<file path="config.mk">
export PLATFORM = sky130hd
export DESIGN_NAME = fetch_pc_gen
export DESIGN_NICKNAME = d
export VERILOG_FILES = /design/src/rtl/fetch_pc_gen.sv
export SDC_FILE = /design/constraint.sdc
export NUM_CORES = 1
export LEC_CHECK = 0
export BUFFER_PORTS_ARGS = -buffer_cell sky130_fd_sc_hd__clkbuf_2
export CAP_MARGIN = 20
export CORE_MARGIN = 8
export CORE_UTILIZATION = 44
export CTS_BUF_LIST = sky130_fd_sc_hd__clkbuf_2 sky130_fd_sc_hd__clkbuf_4 sky130_fd_sc_hd__clkbuf_8
export CTS_CLUSTER_DIAMETER = 150
export CTS_CLUSTER_SIZE = 16
export DETAILED_ROUTE_END_ITERATION = 10
export PLACE_DENSITY = 0.8
export SETUP_SLACK_MARGIN = 0.1
export SYNTH_ARGS = -nofsm -noshare
export SYNTH_HDL_FRONTEND = slang
export SYNTH_SLANG_ARGS = --single-unit
</file>
<file path="constraint.sdc">
create_clock -name clk -period 1.9 [get_ports clk]
set_clock_uncertainty 0.2 [all_clocks]
set_input_delay 0.285 -clock clk [delete_from_list [all_inputs] [get_ports clk]]
set_output_delay 0.285 -clock clk [all_outputs]
set_load 0.005 [all_outputs]
</file>
<file path="src/rtl/fetch_pc_gen.sv">
// -----------------------------------------------------------------------------
// fetch_pc_gen
//
// Program-counter generator for the superscalar front end. Each accepted
// request produces one fetch-group address, aligned to FETCH_WIDTH
// instructions. Alongside it come a per-slot valid mask and a redirect epoch
// tag. Three redirect sources are arbitrated in fixed priority:
// trap > execute > decode.
//
// Ports
//   clk                 clock
//   rst_n               asynchronous active-low reset
//   trap_valid/addr     trap/exception redirect (highest priority)
//   ex_redirect_*       execute-stage redirect (jalr / conditional branch)
//   dec_redirect_*      decode-stage redirect (jal, lowest priority)
//   pc_ready            fetch unit accepts the current group
//   pc_valid            pc_addr / pc_slot_mask are meaningful
//   pc_addr             fetch address, bits [1:0] always zero
//   pc_slot_mask        bit i set when slot i of the group is to be executed
//   pc_epoch            redirect epoch of the current group
//   misalign_fault      an ex/dec redirect target was not word aligned
// -----------------------------------------------------------------------------
module fetch_pc_gen #(
    parameter int                XLEN         = 32,
    parameter int                FETCH_WIDTH  = 2,
    parameter logic [XLEN-1:0]   RESET_VECTOR = '0,
    parameter int                EPOCH_W      = 3
) (
    input  logic                   clk,
    input  logic                   rst_n,
    input  logic                   trap_valid,
    input  logic [XLEN-1:0]        trap_addr,
    input  logic                   ex_redirect_valid,
    input  logic [XLEN-1:0]        ex_redirect_addr,
    input  logic                   dec_redirect_valid,
    input  logic [XLEN-1:0]        dec_redirect_addr,
    input  logic                   pc_ready,
    output logic                   pc_valid,
    output logic [XLEN-1:0]        pc_addr,
    output logic [FETCH_WIDTH-1:0] pc_slot_mask,
    output logic [EPOCH_W-1:0]     pc_epoch,
    output logic                   misalign_fault
);

    localparam int OFF     = $clog2(FETCH_WIDTH);
    // Lowest address bit that changes from one fetch group to the next.
    localparam int GRP_LSB = OFF + 2;
    localparam int GRP_W   = XLEN - GRP_LSB;
    // Slot index is OFF bits wide; keep at least one bit so FETCH_WIDTH=1 works.
    localparam int SLOT_W  = (OFF == 0) ? 1 : OFF;

    typedef enum logic [1:0] {
        BOOT  = 2'd0,
        RUN   = 2'd1,
        FAULT = 2'd2
    } state_e;

    state_e            state_q, state_d;
    logic [XLEN-1:0]   pc_addr_q, pc_addr_d;
    logic [EPOCH_W-1:0] epoch_q, epoch_d;
    logic              fault_q, fault_d;

    logic [XLEN-1:0]   side_target;   // winning ex/dec target (ex beats dec)
    logic [XLEN-1:0]   pc_seq;        // next sequential group address
    logic [GRP_W-1:0]  grp_next;
    logic [EPOCH_W-1:0] epoch_inc;
    logic [SLOT_W-1:0] slot_idx;

    assign side_target = ex_redirect_valid ? ex_redirect_addr : dec_redirect_addr;
    assign grp_next    = pc_addr_q[XLEN-1:GRP_LSB] + GRP_W'(1);
    assign pc_seq      = {grp_next, {GRP_LSB{1'b0}}};
    assign epoch_inc   = epoch_q + EPOCH_W'(1);

    // Word offset inside the fetch group; zero when a group is a single slot.
    assign slot_idx = (OFF == 0) ? '0
                    : SLOT_W'((pc_addr_q >> 2) & XLEN'(FETCH_WIDTH - 1));

    // -------------------------------------------------------------------------
    // Next-state / next-PC logic
    // -------------------------------------------------------------------------
    always_comb begin
        // NOTE: every signal gets a hold default first so no path leaves it
        // unassigned; that is what keeps this block from inferring latches.
        state_d   = state_q;
        pc_addr_d = pc_addr_q;
        epoch_d   = epoch_q;
        fault_d   = fault_q;

        unique case (state_q)
            FAULT: begin
                // Only a trap leaves FAULT; a misaligned trap target is
                // silently truncated.
                if (trap_valid) begin
                    pc_addr_d = {trap_addr[XLEN-1:2], 2'b00};
                    epoch_d   = epoch_inc;
                    fault_d   = 1'b0;
                    state_d   = RUN;
                end
            end

            default: begin // BOOT and RUN handle redirects identically
                if (trap_valid) begin
                    pc_addr_d = {trap_addr[XLEN-1:2], 2'b00};
                    epoch_d   = epoch_inc;
                    state_d   = RUN;
                end else if (ex_redirect_valid || dec_redirect_valid) begin
                    // The truncated target still loads and the epoch still
                    // advances even when the target faults.
                    pc_addr_d = {side_target[XLEN-1:2], 2'b00};
                    epoch_d   = epoch_inc;
                    if (side_target[1:0] != 2'b00) begin
                        fault_d = 1'b1;
                        state_d = FAULT;
                    end else begin
                        state_d = RUN;
                    end
                end else if (state_q == BOOT) begin
                    state_d = RUN;
                end else if (pc_ready) begin
                    pc_addr_d = pc_seq;
                end
            end
        endcase
    end

    // -------------------------------------------------------------------------
    // State registers
    // -------------------------------------------------------------------------
    always_ff @(posedge clk or negedge rst_n) begin
        // NOTE: non-blocking assignments so every flop samples the values
        // from before this edge, independent of statement order.
        if (!rst_n) begin
            state_q   <= BOOT;
            pc_addr_q <= RESET_VECTOR;
            epoch_q   <= '0;
            fault_q   <= 1'b0;
        end else begin
            state_q   <= state_d;
            pc_addr_q <= pc_addr_d;
            epoch_q   <= epoch_d;
            fault_q   <= fault_d;
        end
    end

    // -------------------------------------------------------------------------
    // Outputs
    // -------------------------------------------------------------------------
    assign pc_valid       = (state_q == RUN);
    assign pc_addr        = pc_addr_q;
    assign pc_epoch       = epoch_q;
    assign misalign_fault = fault_q;

    // Slots below the entry offset of a redirect target are not executed.
    always_comb begin
        pc_slot_mask = '0;
        for (int i = 0; i < FETCH_WIDTH; i++) begin
            pc_slot_mask[i] = pc_valid && (i >= int'(slot_idx));
        end
    end

endmodule

</file>
Word-level counts from Yosys, hierarchy flattened:

Cells that the tools add are included.

* multiplexer cells: 22
* equal/unequal tests: 5
* reductions and logical operators: 12
* magnitude comparators: 1
* add/subtract/negate cells: 2

Operator list (number)
* 32-bit 2-to-1 mux: 7
* 29-bit by 1-bit adder with 29-bit output, second input constant: 1
* 2-bit 2-to-1 mux: 6
* 3-bit 2-to-1 mux: 4
* 2-bit nonzero test: 3
* 3-bit nonzero test: 2
* 1-bit 2-to-1 mux: 5
* 2-bit AND reduction: 2
* 4-bit AND reduction: 1
* 3-bit by 1-bit adder with 3-bit output, second input constant: 1
* 3-bit != test, second input constant: 1
* 3-bit AND reduction: 1
* 2-bit by 1-bit == test with 1-bit output, second input constant: 1
* 2-bit == test, second input constant: 1
* 2-bit logical NOT: 1
* 2-bit by 1-bit != test with 1-bit output, second input constant: 1
* 2-bit != test, second input constant: 1
* 1-bit greater-or-equal comparator, first input constant: 1
* 1-bit logical AND: 1
* 1-bit logical OR: 1

* output and inout port bits: 39
* bits in registers: 38
* logic and storage cells: 46

Longest topological paths before layout:

* depth after elaboration: 6
* depth in mapped cells: 7
* mapped depth without buffers: 6

Least setup slack after synthesis:

OpenSTA, ideal clock, no wires.

* kind: register to register
* start: reg pc_addr_q[11], in the netlist pc_addr[11]
* end: reg pc_addr_q[28], in the netlist pc_addr[28]
* library setup time: 0.122 ns
* data required time: 1.578 ns
* setup slack: -0.063 ns
* stages on the path, launching flop included: 7
* path buffers: 1
* arrival: 1.642 ns
* period minus slack after synthesis: 1.963 ns
* path through: dfrtp_1 > buf_4 > nand4_4 > nor4_1 > nand4_1 > a31o_1 > a32o_1

* longest elaborated chain between the ends: 6

RTL lines
* from (decl): RTL line 59 `logic [XLEN-1:0] pc_addr_q, pc_addr_d;`
* from (signal assigned): RTL line 139 `pc_addr_q <= pc_addr_d;`
* 29-bit by 1-bit adder with 29-bit output: RTL line 70 `assign grp_next = pc_addr_q[XLEN-1:GRP_LSB] + GRP_W'(1);`
* 32-bit 2-to-1 mux: RTL line 119 `end else if (pc_ready) begin`
* 32-bit 2-to-1 mux: RTL line 117 `end else if (state_q == BOOT) begin`
* 32-bit 2-to-1 mux: RTL line 106 `end else if (ex_redirect_valid || dec_redirect_valid) begin`
* 32-bit 2-to-1 mux: RTL line 102 `if (trap_valid) begin`
* 32-bit 2-to-1 mux: RTL line 89 `unique case (state_q)`

Every way passes these cells. The select of a mux whose other input is x is not followed.
A chain may end at the register's enable or synchronous reset.

Final worst setup path:

* start: reg pc_addr_q[4], in the netlist pc_addr[4]
* end: reg pc_addr_q[12], in the netlist pc_addr[12]

The elaborated chain is that of the path after synthesis.

==> results.cfg <==
[run_status]
outcome = finished with violations
violations = setup timing

[power]
p_per_area_nw_per_um2 = 649
swShare = 0.385
power_switching_uw = 1270
ir_worst_vdd_v = 0.000355
seqPwrFrac = 0.323
clkPwrFrac = 0.191
leakage_uw = 0.00236
combPwrFrac = 0.486
internal_power_uw = 2030

[critical_path]
crit_type = flop to flop
cp.arrival_ns = 2.16
critPathBufInv = 4
path_common_cell = buf_4
cp_max_fo = 3
r2r_setup_slack_ns = -0.25
r2r-end = pc_addr[12]$_DFFE_PN0P_
worstSetupEndpointType = flop
cp-start-kind = flop
cp.required_ns = 1.91
cp_slowest_cell = dfrtp_1
path_cells = buf_4 > nand4_1 > buf_4 > nor3_4 > buf_4 > buf_6 > nand3b_1 > and3_4 > o31ai_4
cp_slowest_stage_delay_ns = 0.38
crit_family = simple AND/OR/NAND/NOR gates
r2r_cells = 9
reg2reg_from = pc_addr[4]$_DFFE_PN0P_

[placed_design]
dp_hpwl_um = 9560
io_buffers = 136
place.gp.congestion = 0.959

[global_routing]
grt_usage = 0.272
grt_pass1_wl_um = 21300
grt_max_degree = 24
grt_antenna_before_repair = 0
first_global_vias = 4397
overflow = 0

[route]
wire_per_inst_um = 23.8
first_iter_violations = 432
wl_um = 16000
drc_errors = 0
viasPerCell = 6.64
ant_nets = 0
num_vias = 4475
drt_pass1_iterations = 5

[timing]
rsz0062_at_grt = yes
whs_ns = 0.0353
fmax_ghz = 0.465
min_period_ns = 2.15
maxSlewViolCount = 0
fin_ws_ns = -0.248
setup_violations = 21
finalSetupTns_ns = -1.59
fin_crit_sh = 1.13
finalHoldViolCount = 0

[cts]
cts_buffers = 5
clock_latency_ns = 0.31
cts_buffer_depth = 2
root_buffer = clkbuf_8
clk_pin_slew_ns = 0.07
cts_max_level = 2
cts_tree = built
cts_sinks = 36

[min_path]
min_path_type = primary input to flop
hold_depth = 2
holdPathEnd = pc_addr[10]$_DFFE_PN0P_
hp-start = trap_addr[10]

[yosys]
yosysTopAreaCell = dfrtp_1
synth-async-reset-ratio = 1.00
synth_warnings = 0
synthCells = 374
syn_avg_cell_area_um2 = 7.87
yosysSeqAreaShare = 0.306
yosys-top-cells-count = nand2_1 (46), dfrtp_1 (36), o21ai_0 (36), nor2_1 (28), a21oi_1 (22)
synth-seq-cells = 36
synth_edf_count = 0
yosys.cell_types.count = 63
synth_most_common_cell = nand2_1
synth-main-ff-cell = dfrtp_1
synth_top_area_frac = 0.306
netlist_area_um2 = 2940
ys_top_cells_by_area = dfrtp_1 (31%), o21ai_0 (6.1%), nand2_1 (5.9%)

[layout]
finalNetCount = 697
drive_gt1_frac = 0.545
fin_util = 0.768
area_delta_synth_final_pct = 73.4
antenna_cells = 0

[floorplan]
core_area_um2 = 6640
die_w_um = 97.8
io_pins = 141
start_util = 0.443
num_rows = 30
dieArea_um2 = 9560
die_y_um = 97.8

[run]
maxCapViolations = 0
[sequential cells by signal (all words and copies together), names as in the netlist]
register,cells
misalign_fault,1
pc_addr,30
pc_epoch,3
state_q,2
[kinds of logic after synthesis]
group                    share of synthesized area
adder cells (fa/ha/maj)                    0.00850
other                                      0.00127
buffers and inverters                       0.0531
XOR/XNOR                                    0.0208
multiplexers                                0.0242
flip-flops                                   0.306
AND/OR/NAND/NOR                              0.263
AO/OA/AOI/OAI                                0.323
[timing repair]
item                                    4_1_cts  5_1_grt
hold buffers                                  1        0
endpoints found under the setup margin       28       29
pin swaps                                    17       22
setup buffers                                14       16
hold endpoints to repair                     13        0
gates resized for setup                      36       81
cloned                                        0        3
[cells in the final DEF (no fill, tap or decap), types with 12 or more instances in the layout]
master / instances
nand2_1: 42
o211ai_1: 14
dfrtp_1: 35
buf_6: 17
o21ai_0: 21
buf_4: 77
clkbuf_2: 136
nor2_1: 23
o21ai_1: 12
[worst max path at each step]
stage | to | cells past startpoint | slack [ns] | startpoint
after global routing | pc_addr[12]$_DFFE_PN0P_ | 9 | -0.30 | pc_addr[4]$_DFFE_PN0P_
final | pc_addr[12]$_DFFE_PN0P_ | 9 | -0.25 | pc_addr[4]$_DFFE_PN0P_
after global placement | pc_addr[28]$_DFFE_PN0P_ | 6 | 0.007 | pc_addr[11]$_DFFE_PN0P_
after floorplan | pc_addr[28]$_DFFE_PN0P_ | 6 | 0.03 | pc_addr[11]$_DFFE_PN0P_
after CTS | pc_addr[28]$_DFFE_PN0P_ | 7 | -0.01 | pc_addr[21]$_DFFE_PN0P_
after detailed placement | pc_addr[29]$_DFFE_PN0P_ | 6 | -0.08 | pc_addr[3]$_DFFE_PN0P_
[routing by layer]
metal | share of wire | track usage | up-vias
met5 | 0 | 0 | -
met4 | 0.075 | 0.151 | 0
met3 | 0.11 | 0.0697 | 148
met2 | 0.45 | 0.457 | 424
met1 | 0.36 | 0.309 | 2046
li1 | - | - | 1857
[metrics by stage]
step / instance area (um^2) / power (uW) / std cells / setup WS (ns)
after global routing: 5100 / 3430 / 674 / -0.298
final: 5100 / 3310 / 674 / -0.248
after detailed placement: 4210 / 2270 / 632 / -0.0832
after CTS: 4560 / 2970 / 655 / -0.0140
after floorplan: 2980 / 1610 / 375 / 0.0279
after global placement: 4210 / 2220 / 632 / 0.00708
[cell type report]
cell class                 instances  area, um^2
timing repair buffer             241        1670
sequential                        36         902
fill                             431        1540
clock buffer                       8        97.6
tap                               80         100
inverter                           6        22.5
multi-input combinational        303        2310
[power groups by stage]
stage	Sequential (uW)	Combinational, uW	Clock, uW
after global placement	1060	1160	0
after detailed placement	1070	1200	0
final	1070	1610	633
after CTS	1050	1300	616
after floorplan	1100	516	0
after global routing	1080	1700	649
(Power assumes the default switching activity.)
